### src/rtl/spi_master_arbiter.sv
// Round-robin arbiter that shares one spi_master between NREQ requesters.
// Optional watchdog on the WAIT state: define SPI_MASTER_ARBITER_TIMEOUT_EN.
module spi_master_arbiter #(
  parameter int unsigned     NREQ    = 4,
  parameter int unsigned     NCS     = 3,
  parameter int unsigned     DW      = 24,
  parameter logic [NCS-1:0]  CS_IDLE = 3'b111,
  parameter int unsigned     TIMEOUT = 4096
) (
  input  logic                clk,
  input  logic                rstn,
  input  logic [NREQ-1:0]     req,
  input  logic [NREQ*NCS-1:0] req_cs,
  input  logic [NREQ*DW-1:0]  req_din,
  output logic [NREQ-1:0]     gnt,
  output logic [NREQ-1:0]     done,
  output logic [DW-1:0]       rdata,
  output logic                err,
  output logic                m_trigger,
  output logic [NCS-1:0]      m_cs,
  output logic [NCS-1:0]      m_cs_idle,
  output logic [DW-1:0]       m_din,
  output logic                m_ack,
  input  logic [DW-1:0]       m_dout,
  input  logic                m_dvld
);

  localparam int unsigned IW = (NREQ > 1) ? $clog2(NREQ) : 1;

  if (NREQ < 2 || NREQ > 8 || TIMEOUT < 1 || TIMEOUT > 8192) begin : g_param_check
    $error("spi_master_arbiter: parameter out of range");
  end

  typedef enum logic [1:0] {StIdle, StIssue, StWait, StAck} state_e;

  state_e            state_q, state_d;
  logic [IW-1:0]     idx_q, idx_d;
  logic [IW-1:0]     rr_q, rr_d;
  logic [NREQ-1:0]   gnt_q, gnt_d;
  logic [NREQ-1:0]   done_q, done_d;
  logic [DW-1:0]     rdata_q, rdata_d;
  logic              trig_q, trig_d;
  logic [NCS-1:0]    cs_q, cs_d;
  logic [DW-1:0]     din_q, din_d;
  logic              ack_q, ack_d;

`ifdef SPI_MASTER_ARBITER_TIMEOUT_EN
  localparam logic [12:0] TimeoutLast = 13'(TIMEOUT - 1);
  logic [12:0]       cnt_q, cnt_d;
  logic              err_q, err_d;
`endif

  // Unpacked views of the flat per-requester buses.
  logic [NCS-1:0] cs_arr  [NREQ];
  logic [DW-1:0]  din_arr [NREQ];

  for (genvar i = 0; i < NREQ; i++) begin : g_unpack
    assign cs_arr[i]  = req_cs[i*NCS +: NCS];
    assign din_arr[i] = req_din[i*DW +: DW];
  end

  // First requester at or after rr+1, wrapping modulo NREQ.
  logic          sel_found;
  logic [IW-1:0] sel_idx;

  always_comb begin
    int unsigned   j;
    logic [IW-1:0] jj;
    sel_found = 1'b0;
    sel_idx   = rr_q;
    j         = 0;
    jj        = '0;
    for (int unsigned k = 1; k <= NREQ; k++) begin
      j  = (32'(rr_q) + k) % NREQ;
      jj = IW'(j);
      if (!sel_found && req[jj]) begin
        sel_found = 1'b1;
        sel_idx   = jj;
      end
    end
  end

  always_comb begin
    state_d = state_q;
    idx_d   = idx_q;
    rr_d    = rr_q;
    gnt_d   = gnt_q;
    done_d  = '0;
    rdata_d = rdata_q;
    trig_d  = 1'b0;
    cs_d    = cs_q;
    din_d   = din_q;
    ack_d   = ack_q;
`ifdef SPI_MASTER_ARBITER_TIMEOUT_EN
    cnt_d   = cnt_q;
    err_d   = 1'b0;
`endif
    case (state_q)
      StIdle: begin
        if (sel_found) begin
          idx_d          = sel_idx;
          rr_d           = sel_idx;
          gnt_d          = '0;
          gnt_d[sel_idx] = 1'b1;
          cs_d           = cs_arr[sel_idx];
          din_d          = din_arr[sel_idx];
          trig_d         = 1'b1;
          state_d        = StIssue;
        end
      end
      StIssue: begin
`ifdef SPI_MASTER_ARBITER_TIMEOUT_EN
        cnt_d   = '0;
`endif
        state_d = StWait;
      end
      StWait: begin
        if (m_dvld) begin
          rdata_d        = m_dout;
          done_d[idx_q]  = 1'b1;
          gnt_d          = '0;
          ack_d          = 1'b1;
          state_d        = StAck;
        end
`ifdef SPI_MASTER_ARBITER_TIMEOUT_EN
        else if (cnt_q == TimeoutLast) begin
          // Abandon the transfer without handshaking; the master never answered.
          rdata_d        = '0;
          done_d[idx_q]  = 1'b1;
          err_d          = 1'b1;
          gnt_d          = '0;
          state_d        = StIdle;
        end else begin
          cnt_d = cnt_q + 13'd1;
        end
`endif
      end
      StAck: begin
        if (!m_dvld) begin
          ack_d   = 1'b0;
          state_d = StIdle;
        end
      end
      default: state_d = StIdle;
    endcase
  end

  always_ff @(posedge clk or negedge rstn) begin
    if (!rstn) begin
      state_q <= StIdle;
      idx_q   <= '0;
      rr_q    <= IW'(NREQ - 1);
      gnt_q   <= '0;
      done_q  <= '0;
      rdata_q <= '0;
      trig_q  <= 1'b0;
      cs_q    <= '0;
      din_q   <= '0;
      ack_q   <= 1'b0;
`ifdef SPI_MASTER_ARBITER_TIMEOUT_EN
      cnt_q   <= '0;
      err_q   <= 1'b0;
`endif
    end else begin
      state_q <= state_d;
      idx_q   <= idx_d;
      rr_q    <= rr_d;
      gnt_q   <= gnt_d;
      done_q  <= done_d;
      rdata_q <= rdata_d;
      trig_q  <= trig_d;
      cs_q    <= cs_d;
      din_q   <= din_d;
      ack_q   <= ack_d;
`ifdef SPI_MASTER_ARBITER_TIMEOUT_EN
      cnt_q   <= cnt_d;
      err_q   <= err_d;
`endif
    end
  end

  assign gnt       = gnt_q;
  assign done      = done_q;
  assign rdata     = rdata_q;
  assign m_trigger = trig_q;
  assign m_cs      = cs_q;
  assign m_cs_idle = CS_IDLE;
  assign m_din     = din_q;
  assign m_ack     = ack_q;

`ifdef SPI_MASTER_ARBITER_TIMEOUT_EN
  assign err = err_q;
`else
  assign err = 1'b0;
`endif

endmodule

### config.mk
export PLATFORM = sky130hd
export DESIGN_NAME = spi_master_arbiter
export DESIGN_NICKNAME = d
export VERILOG_FILES = /design/src/rtl/spi_master_arbiter.sv
export SDC_FILE = /design/constraint.sdc
export NUM_CORES = 1
export LEC_CHECK = 0
export ABC_AREA = 1
export CAP_MARGIN = 0
export CORE_AREA = 2 2 110 112
export CTS_BUF_LIST = sky130_fd_sc_hd__clkbuf_2 sky130_fd_sc_hd__clkbuf_4 sky130_fd_sc_hd__clkbuf_8
export DETAILED_ROUTE_END_ITERATION = 12
export DIE_AREA = 0 0 112 114
export PLACE_DENSITY = 0.76
export SLEW_MARGIN = 5
export SYNTH_ARGS = -nofsm -noshare
export SYNTH_HDL_FRONTEND = slang
export SYNTH_SLANG_ARGS = --single-unit
### constraint.sdc
create_clock -name clk -period 3.15 [get_ports clk]
set_input_delay 0.63 -clock clk [delete_from_list [all_inputs] [get_ports clk]]
set_output_delay 0.63 -clock clk [all_outputs]
set_load 0.01 [all_outputs]
==> results of run 1 <==
==> routing by layer <==
layer | vias up | GRT usage | share of wire
met5 | - | 0 | 0
met4 | 0 | 0.0520 | 0.010
met3 | 10 | 0.0367 | 0.052
met2 | 133 | 0.387 | 0.53
met1 | 2034 | 0.266 | 0.40
li1 | 2121 | - | -
==> cells by family (layout without fill, tap and decap cells) <==
family,count (synthesis),in the layout,synth area share
DFF,67,67,0.374
adders and majority gates,4,4,0.0111
buffers and inverters,104,294,0.120
AOI/OAI and AO/OA,16,16,0.0189
muxes,24,24,0.0601
other,2,4,0.00167
and+or+nand+nor,339,339,0.414
==> critical path, cell delays in order, from the launching register on <==
cell	delay (ps)
dfstp_2	780
inv_8	100
nand2_1	100
nand2_2	70
nand2_2	90
nand2_4	70
inv_8	90
nand3_4	330
nand2_8	380
nand2_1	80
nand3_1	90
nand3_1	80
nand2_1	80
==> sequential cells by signal, summed over array words and instances (netlist names) <==
name / cells
done: 4
m_din: 24
rr_q: 2
idx_q: 2
state_q: 2
m_ack: 1
m_trigger: 1
gnt: 4
m_cs: 3
rdata: 24
==> power by group <==
part | internal, W | switching (W)
Sequential | 0.00130 | 0.000272
Combinational | 0.00223 | 0.00321
Clock | 0.000538 | 0.000338
==> area by class of cell <==
cell class / count / area (um^2) / area share
tap: 147 / 184 / 0.0273
clock inverter: 6 / 113 / 0.0167
timing repair buffer: 207 / 2070 / 0.307
inverter: 71 / 282 / 0.0417
clock buffer: 10 / 131 / 0.0195
multi-input combinational: 387 / 2280 / 0.338
sequential: 67 / 1680 / 0.249
==> worst max path at each step <==
stage	to	slack, ps
global placement	m_din[3]	550
CTS	m_din[1]	720
global route	m_din[4]	510
floorplan	rdata[10]	1260
detailed placement	m_din[1]	460
finish	m_din[1]	720
==> metrics by stage <==
step / hold WS (ps) / setup WS, ps / utilization
after floorplan: 334 / 1260 / -
after global placement: 451 / 555 / 0.555
after detailed placement: 457 / 456 / 0.555
after CTS: 417 / 719 / 0.576
after global routing: 452 / 508 / 0.576
final: 395 / 721 / 0.576
==> cell usage in the layout, fill, tap and decap left out, drive strengths merged <==
cell	instances
o21ai	11
dfstp	2
a21oi	2
clkbuf	10
nand3	118
clkinv	2
clkdlybuf4s50	198
mux2	24
bufinv	3
buf	9
dfrtp	65
conb	4
ha	4
o22ai	2
nor2	7
nand2	209
o21a	1
nor3	5
inv	72
==> metrics.md, run 1 <==
| Metric | Value |
|---|---|
| Share of layout cells above drive strength 1 | 0.193 |
| Grt ovf | 0 |
| Sequential share of the synthesized area | 0.374 |
| # clock sinks | 67 |
| Worst skew pair latency | 340 ps |
| Final period utilization | 0.771 |
| Slew HR | 0.437 |
| PortBufs | 199 |
| DRC Markers | 0 |
| Top cell type's share of synthesized area | 0.362 |
| Avg Inst Size Synth | 8.09 um^2 |
| Placed cell count | between 800 and 900 |
| Root buffer cell | clkbuf_8 |
| Area Overhead vs Synth | 50.1% |
| CP endpoint kind | register |
| Nets | 886 |
| Post-CTS Hold Buffers | 0 |
| Post-Layout Cell Count | just under 900 |
| Max_cap viols | 0 |
| Worst R2R Start | rr_q[0] |
| Fin. Hold Viols | 0 |
| Reg2Reg Depth | 12 |
| Dpl hpwl | ~10 mm |
| Vias | 4298 |
| CTS resizes | 0 |
| Fill cells | about 1.0k |
| Die H | 114 um |
| Startpoint Class | register |
| Routed wire length | 13.8 mm |
| CTS tree | yes |
| Worst clock skew | 8.60 ps |
| Register bit count reported by yosys | 67 |
| Synth area leaders | dfrtp_1, nand2_1, nand3_1 |
| Bufs on Longest Clock Path | 2 |
| RR Endpoint | m_din[1] |
| Initial antenna violation count | 0 |
| Synth cell types | 29 |
| Tightest Pin Transition | around 840 ps |
| Initial Util | 0.384 |
| Synthesized cell area | 4500 um^2 |
| IO Pins | 204 |
| Commonest cells in the netlist | nand2_1, nand3_1, inv_1, dfrtp_1, nand2_2 |
| Worst-path clk slew | 70 ps |
| Tmin final | 2430 ps |
| Post-route ant nets | 0 |
| Global-route wire length before repair | 21.9 mm |
| Number of CTS-inserted buffers | 9 |
| FP Rows | 40 |
| Most common cell in the synthesized netlist | nand2_1 |
| Ys Warns | 0 |
| GP Congestion | 0.847 |
| Pwr Density | 1170 nW/um^2 |
| Gr usage total | 0.214 |
| CP required | 3430 ps |
| Design area | 6750 um^2 |
| R2R setup slack | about 720 ps |
| Critical path class | register to register |
| Vias in the first global route | 4372 |
| EDFF count, synth | 0 |
| Max-slew violations | 0 |
| Max Freq | 0.412 GHz |
| First drt pass iteration count | 4 |
| Core area | 11700 um^2 |
| Largest net degree at the start of global routing | between 60 and 70 |
| P_leak | 3.24 nW |
| Outcome | complete, no violations |
| CP max FO | 28 |
| Setup Fix Bufs, Post-CTS | 0 |
| Pwr Total | 0.00789 W |
| WL per Instance | 15.4 um |
| Diode count | 0 |
| Chip width | 112 um |
| Unrepaired setup endpoints after global routing | false |
| Sum Neg Setup Slack | 0 ps |
| DRT iter0 DRCs | 238 |
| Crit path from | rr_q[0] |
| Vias/cell | between 4 and 5 |
| Share of flip-flops with an asynchronous set or reset | 1.00 |
| Post-Syn Instances | 556 |
| Arrival @ worst endpoint | 2710 ps |
| Main synth FF type | dfrtp_1 |
| Most area-hungry cell type in the Yosys netlist | dfrtp_1 |
| Final setup viols | 0 |
| Hold Path Class | input pin to asynchronous set/reset pin |
| Worst IR Drop VDD | 0.000788 V |
| Die area | 12800 um^2 |
| DP Area | 6500 um^2 |
| # H-tree levels | 3 |
Note: power is estimated with default switching activity, not from simulation.
==> run 2, diff against run 1 <==
clock period = 2.4 ns   (was 3.15 ns; I/O delays follow)
==> run 2 against run 1 <==
Sequential power up 30%. Critical path depth grew 2. Die area unchanged. Clock power grew 33%. Hold slack got worse by 150 ps. Cell count up 1.0%. Critical path type unchanged.
==> metrics.md, run 2 (synthesis results as in run 1) <==
| Metric | Value |
|---|---|
| DRC Markers | 0 (unchanged) |
| Comb pwr share | 0.708 (was 0.690) |
| Final core utilization | 0.589 (was 0.576) |
| Worst Hold Slack | 248 ps (was 395 ps) |
| Worst path most repeated cell | nand2_1 (unchanged) |
| Pwr Density | 1590 nW/um^2 (was 1170 nW/um^2) |
| P_leak | 3.31 nW (was 3.24 nW) |
| CP max FO | 17 (was 28) |
| Outcome | complete, no violations (unchanged) |
| # H-tree levels | 3 (unchanged) |
| First drt pass iteration count | 6 (was 4) |
| Root buffer cell | clkbuf_8 (unchanged) |
| CP endpoint kind | register (unchanged) |
| CP required | 2630 ps (was 3430 ps) |
| WP depth | 14 (was 12) |
| Setup Fix Bufs, Post-CTS | 0 (unchanged) |
| Slowest cell on crit path | dfstp_4 (was dfstp_2) |
| CTS tree | yes (unchanged) |
| Tightest Pin Transition | 869 ps (was 845 ps) |
| Die H | 114 um (unchanged) |
| Power share of the clock group | 0.106 (was 0.111) |
| Slew HR | 0.421 (was 0.437) |
| FP Rows | 40 (unchanged) |
| Worst clock skew | 6.47 ps (was 8.60 ps) |
| Design area | 6890 um^2 (was 6750 um^2) |
| Worst skew pair latency | 340 ps (about the same) |
| Worst Path Buf+Inv | 3 (was 2) |
| Vias/cell | 5.03 (was 4.80) |
| WL per Instance | 15.6 um (was 15.4 um) |
| Nets | 895 (was 886) |
| Max-slew violations | 0 (unchanged) |
| Chip width | 112 um (unchanged) |
| Diode count | 0 (unchanged) |
| IO Pins | 204 (unchanged) |
| Area Overhead vs Synth | 53.3% (was 50.1%) |
| Setup crit end | m_din[2] (was m_din[1]) |
| GP Congestion | 0.816 (was 0.847) |
| Fill cells | 1062 (was 1041) |
| Worst R2R Start | rr_q[0] (unchanged) |
| Worst IR Drop VDD | 0.000896 V (was 0.000788 V) |
| Crit-path max cell delay | 760 ps (was 780 ps) |
| R2R setup slack | 200 ps (was 720 ps) |
| Fin. Hold Viols | 0 (unchanged) |
| Max Freq | 0.455 GHz (was 0.412 GHz) |
| Reg2Reg Depth | 14 (was 12) |
| Die area | 12800 um^2 (unchanged) |
| Crit-path cells | inv_8, nand2_1, nand2_2, nand2_2, nand2_4, inv_8, nand2_8, nand2_8, buf_4, nand3_1, nand2_1, nand2_1, nand3_1, nand2_1 (was inv_8, nand2_1, nand2_2, nand2_2, nand2_4, inv_8, nand3_4, nand2_8, nand2_1, nand3_1, nand3_1, nand2_1) |
| Vias | 4543 (was 4298) |
| Routed wire length | 14.1 mm (was 13.8 mm) |
| Vias in the first global route | 4706 (was 4372) |
| Number of CTS-inserted buffers | 9 (unchanged) |
| Tmin final | 2200 ps (was 2430 ps) |
| Global-route wire length before repair | 22.6 mm (was 21.9 mm) |
| Unrepaired setup endpoints after global routing | false (unchanged) |
| Worst-path clk slew | 80 ps (was 70 ps) |
| Sw power | 0.00519 W (was 0.00382 W) |
| DP Area | 6650 um^2 (was 6500 um^2) |
| Arrival @ worst endpoint | 2430 ps (was 2710 ps) |
| Critical path class | register to register (unchanged) |
| Initial antenna violation count | 0 (unchanged) |
| Max_cap viols | 0 (unchanged) |
| Share of layout cells above drive strength 1 | 0.202 (was 0.193) |
| Dpl hpwl | 10.5 mm (was 10.1 mm) |
| Pwr Total | 0.0110 W (was 0.00789 W) |
| Internal | 0.00580 W (was 0.00407 W) |
| Sw Ratio | 0.472 (was 0.484) |
| Gr usage total | 0.220 (was 0.214) |
| Sum Neg Setup Slack | 0 ps (unchanged) |
| Hold Path Class | input pin to asynchronous set/reset pin (unchanged) |
| Crit path from | rr_q[0] (unchanged) |
| PortBufs | 199 (unchanged) |
| Startpoint Class | register (unchanged) |
| # clock sinks | 67 (unchanged) |
| Final setup viols | 0 (unchanged) |
| Grt ovf | 0 (unchanged) |
| Crit-path leading delay family | simple AND/OR/NAND/NOR gates (unchanged) |
| Bufs on Longest Clock Path | 2 (unchanged) |
| Most frequent cells in the layout | clkdlybuf4s50_1, nand2_1, nand3_1, inv_1, dfrtp_1 (unchanged) |
| Core area | 11700 um^2 (unchanged) |
| Commonest non-fill, non-tap cell in the layout | clkdlybuf4s50_1 (unchanged) |
| Register area | 1680 um^2 (about the same) |
| Initial Util | 0.384 (unchanged) |
| RR Endpoint | m_din[2] (was m_din[1]) |
| DRT iter0 DRCs | 243 (was 238) |
| Largest net degree at the start of global routing | 68 (unchanged) |
| Final period utilization | 0.915 (was 0.771) |
| Multi-input logic area | 2280 um^2 (unchanged) |
| Post-route ant nets | 0 (unchanged) |
| Reg power frac | 0.186 (was 0.199) |
==> run 2: worst reg2reg max path: cells and delay by family, from the launching register on <==
family,cells,cell delay (ps)
AND/OR/NAND/NOR,11,880
buffers and inverters,3,450
flip-flops,1,760
==> run 2: power by group through the flow <==
| stage | clock network [W] | logic [W] | registers, W |
|---|---|---|---|
| after floorplan | 0 | 0.00514 | 0.00220 |
| after global placement | 0 | 0.00763 | 0.00203 |
| after detailed placement | 0 | 0.00782 | 0.00205 |
| after CTS | 0.00119 | 0.00785 | 0.00204 |
| after global routing | 0.00123 | 0.00854 | 0.00210 |
| final | 0.00116 | 0.00778 | 0.00204 |
==> run 2: metrics by stage <==
| stage | setup WS, ps | instances |
|---|---|---|
| after floorplan | 510 | 558 |
| after global placement | 115 | 888 |
| after detailed placement | 59.9 | 888 |
| after CTS | 141 | 904 |
| after global routing | 13.6 | 904 |
| final | 204 | 904 |
==> run 2: area by class of cell <==
| cell class | count | share of cell area |
|---|---|---|
| sequential | 67 | 0.244 |
| timing repair buffer | 216 | 0.322 |
| multi-input combinational | 387 | 0.331 |
| inverter | 71 | 0.0408 |
| clock inverter | 6 | 0.0163 |
| tap | 147 | 0.0267 |
| clock buffer | 10 | 0.0191 |
==> run 2: how the worst min path moves through the flow <==
stage,slack [ps],cells past startpoint,from,to
after detailed placement,460,1,idx_q[0],done[0]
after CTS,270,1,rstn,rdata[13]
final,250,1,rstn,rdata[13]
after global placement,450,1,idx_q[0],done[0]
after floorplan,180,0,rstn,done[0]
after global routing,310,1,rstn,rdata[13]
==> run 2: repair_timing <==
item	in CTS	in global routing
resized for setup	0	1
endpoints found under the setup margin	0	25
hold buffers	0	0
==> run 2: per-layer routing <==
layer	part of all wire	track usage	vias to the layer above
met5	0	0	-
met2	0.52	0.398	195
met3	0.062	0.0393	30
li1	-	-	2134
met1	0.39	0.264	2184
met4	0.027	0.0748	0
==> run 3, diff against run 2 <==
--- a/config.mk
+++ b/config.mk
@@ -14,2 +14,3 @@
 export PLACE_DENSITY = 0.76
+export SETUP_SLACK_MARGIN = 0.1
 export SLEW_MARGIN = 5
--- a/constraint.sdc
+++ b/constraint.sdc
@@ -3,2 +3,2 @@
 set_output_delay 0.48 -clock clk [all_outputs]
-set_load 0.01 [all_outputs]
+set_load 0.005 [all_outputs]
==> run 3 against run 2 <==
Setup slack improved by 69 ps. Sequential power about the same. Largest power group unchanged. Die area did not move. Clock skew hardly changed. Non-clock buffer count rose by 2. Via count down 1.1%. Routed wire length up 0.11%. Clock-buffer cell count is the same. Sequential share of layout area is 0.066 points lower. Register-to-register slack better by 70 ps. Cell count is 0.22% higher. Cell area rose by 0.27%. Critical endpoint is now gnt[1].
==> metrics.md, run 3 (synthesis results as in run 1) <==
| Metric | Value |
|---|---|
| Outcome | complete, no violations (unchanged) |
| Most frequent cells in the layout | clkdlybuf4s50_1, nand2_1, nand3_1, inv_1, dfrtp_1 (unchanged) |
| Dpl hpwl | 10.5 mm (unchanged) |
| GP Congestion | 0.816 (unchanged) |
| Critical path class | register to register (unchanged) |
| Worst-path clk slew | 80 ps (about the same) |
| Die H | 114 um (unchanged) |
| Fill cells | 1061 (was 1062) |
| Global-route wire length before repair | 22.6 mm (unchanged) |
| # clock sinks | 67 (unchanged) |
| Chip width | 112 um (unchanged) |
| Slew HR | 0.421 (about the same) |
| Post-route ant nets | 0 (unchanged) |
| CTS tree | yes (unchanged) |
| Share of layout cells above drive strength 1 | 0.204 (was 0.202) |
| DP Area | 6650 um^2 (unchanged) |
| Max_cap viols | 0 (unchanged) |
| IO Pins | 204 (unchanged) |
| Hold Path Class | input pin to asynchronous set/reset pin (unchanged) |
| Startpoint Class | register (unchanged) |
| Worst skew pair latency | 340 ps (about the same) |
| Core area | 11700 um^2 (unchanged) |
| Grt ovf | 0 (unchanged) |
| Unrepaired setup endpoints after global routing | false (unchanged) |
| R2R setup slack | 270 ps (was 200 ps) |
| Arrival @ worst endpoint | 2390 ps (was 2430 ps) |
| Sum Neg Setup Slack | 0 ps (unchanged) |
| Die area | 12800 um^2 (unchanged) |
| Crit path from | rr_q[0] (unchanged) |
| Met3 global-route usage | 0.0393 (unchanged) |
| Largest net degree at the start of global routing | 68 (unchanged) |
| Nets | 897 (was 895) |
| WL per Instance | 15.5 um (was 15.6 um) |
| Met2 Use GR | 0.398 (unchanged) |
| Crit-path cells | buf_4, nand2_1, nand2_4, nand2_2, nand2_4, nand2_8, nand2_8, nand2_8, nand2_2, buf_4, nand3_1, o22ai_1 (was inv_8, nand2_1, nand2_2, nand2_2, nand2_4, inv_8, nand2_8, nand2_8, buf_4, nand3_1, nand2_1, nand2_1, nand3_1, nand2_1) |
| Routing usage on met1 | 0.264 (unchanged) |
| Gr usage total | 0.220 (unchanged) |
| Bufs on Longest Clock Path | 2 (unchanged) |
| # H-tree levels | 3 (unchanged) |
| Routed wire length | 14.1 mm (about the same) |
| Reg2Reg Depth | 12 (was 14) |
| Crit-path leading delay family | simple AND/OR/NAND/NOR gates (unchanged) |
| Worst R2R Start | rr_q[0] (unchanged) |
| DRC Markers | 0 (unchanged) |
| Diode count | 0 (unchanged) |
| Post-CTS Hold Buffers | 0 (unchanged) |
| Crit-path max cell delay | 700 ps (was 760 ps) |
| Final period utilization | 0.887 (was 0.915) |
| Worst path most repeated cell | nand2_8 (was nand2_1) |
| Final setup viols | 0 (unchanged) |
| DRT iter0 DRCs | 228 (was 243) |
| Fin. Hold Viols | 0 (unchanged) |
| Pwr Density | 1570 nW/um^2 (was 1590 nW/um^2) |
| Design area | 6910 um^2 (was 6890 um^2) |
| Vias/cell | 4.96 (was 5.03) |
| Tightest Pin Transition | 868 ps (was 869 ps) |
| RR Endpoint | gnt[1] (was m_din[2]) |
| Initial antenna violation count | 0 (unchanged) |
| Worst IR Drop VDD | 0.000888 V (was 0.000896 V) |
| CP required | 2670 ps (was 2630 ps) |
| Area Overhead vs Synth | 53.7% (was 53.3%) |
| First drt pass iteration count | 5 (was 6) |
| Number of CTS-inserted buffers | 9 (unchanged) |
| P_leak | 3.32 nW (was 3.31 nW) |
| FP Rows | 40 (unchanged) |
| CP max FO | 13 (was 17) |
| PortBufs | 199 (unchanged) |
| Vias | 4493 (was 4543) |
| Max-slew violations | 0 (unchanged) |
| Commonest non-fill, non-tap cell in the layout | clkdlybuf4s50_1 (unchanged) |
| Worst clock skew | 6.22 ps (was 6.47 ps) |
| CP endpoint kind | register (unchanged) |
| Max Freq | 0.470 GHz (was 0.455 GHz) |
| Initial Util | 0.384 (unchanged) |
| Root buffer cell | clkbuf_8 (unchanged) |
| Grt peak-use layer | met2 (unchanged) |
| Worst Path Buf+Inv | 2 (was 3) |
| Tmin final | 2130 ps (was 2200 ps) |
| Vias in the first global route | 4706 (unchanged) |
| Slowest cell on crit path | dfstp_4 (unchanged) |
run 3: worst reg2reg max path, cell delays in order (launching register included):
cell and delay, ps:
dfstp_4 700, buf_4 140, nand2_1 80, nand2_4 110
nand2_2 70, nand2_4 100, nand2_8 90, nand2_8 100
nand2_8 80, nand2_2 90, buf_4 220, nand3_1 120
o22ai_1 160
run 3: per-layer routing:
| metal | vias up | part of all wire |
|---|---|---|
| li1 | 2137 | - |
| met5 | - | 0 |
| met2 | 166 | 0.52 |
| met4 | 0 | 0.026 |
| met3 | 28 | 0.058 |
| met1 | 2162 | 0.40 |
run 3: cell type report:
type                       instances  area (um^2)  share of cell area
clock buffer                      10          131              0.0190
clock inverter                     6          113              0.0163
inverter                          71          282              0.0407
multi-input combinational        387         2280               0.330
sequential                        67         1680               0.243
tap                              147          184              0.0266
timing repair buffer             218         2240               0.323
run 3: how the worst max path moves through the flow:
stage	to	depth (start not counted)
global placement	m_din[7]	13
finish	gnt[1]	12
detailed placement	m_din[5]	13
floorplan	rdata[10]	6
global route	gnt[1]	12
CTS	m_cs[1]	13
run 3: stage by stage:
stage | cells | setup slack (ps) | power, W | hold slack (ps) | util
final | 906 | 272 | 0.0108 | 245 | 0.590
after global placement | 888 | 115 | 0.00948 | 447 | 0.567
after floorplan | 558 | 510 | 0.00716 | 184 | -
after global routing | 906 | 109 | 0.0117 | 310 | 0.590
after CTS | 904 | 141 | 0.0109 | 272 | 0.588
after detailed placement | 888 | 59.9 | 0.00968 | 457 | 0.567
run 3: power breakdown:
| part | total [W] | leakage (nW) | switching (W) | internal (W) |
|---|---|---|---|---|
| clock | 0.00116 | 0.124 | 0.000459 | 0.000706 |
| combinational | 0.00765 | 2.38 | 0.00424 | 0.00341 |
| sequential | 0.00202 | 0.818 | 0.000315 | 0.00171 |
| total | 0.0108 | 3.32 | 0.00501 | 0.00582 |
run 3: repair_timing:
action                                  4_1_cts  5_1_grt
hold endpoints to repair                      0        0
resized for setup                             0        2
endpoints found under the setup margin        0       34
setup buffers                                 0        2
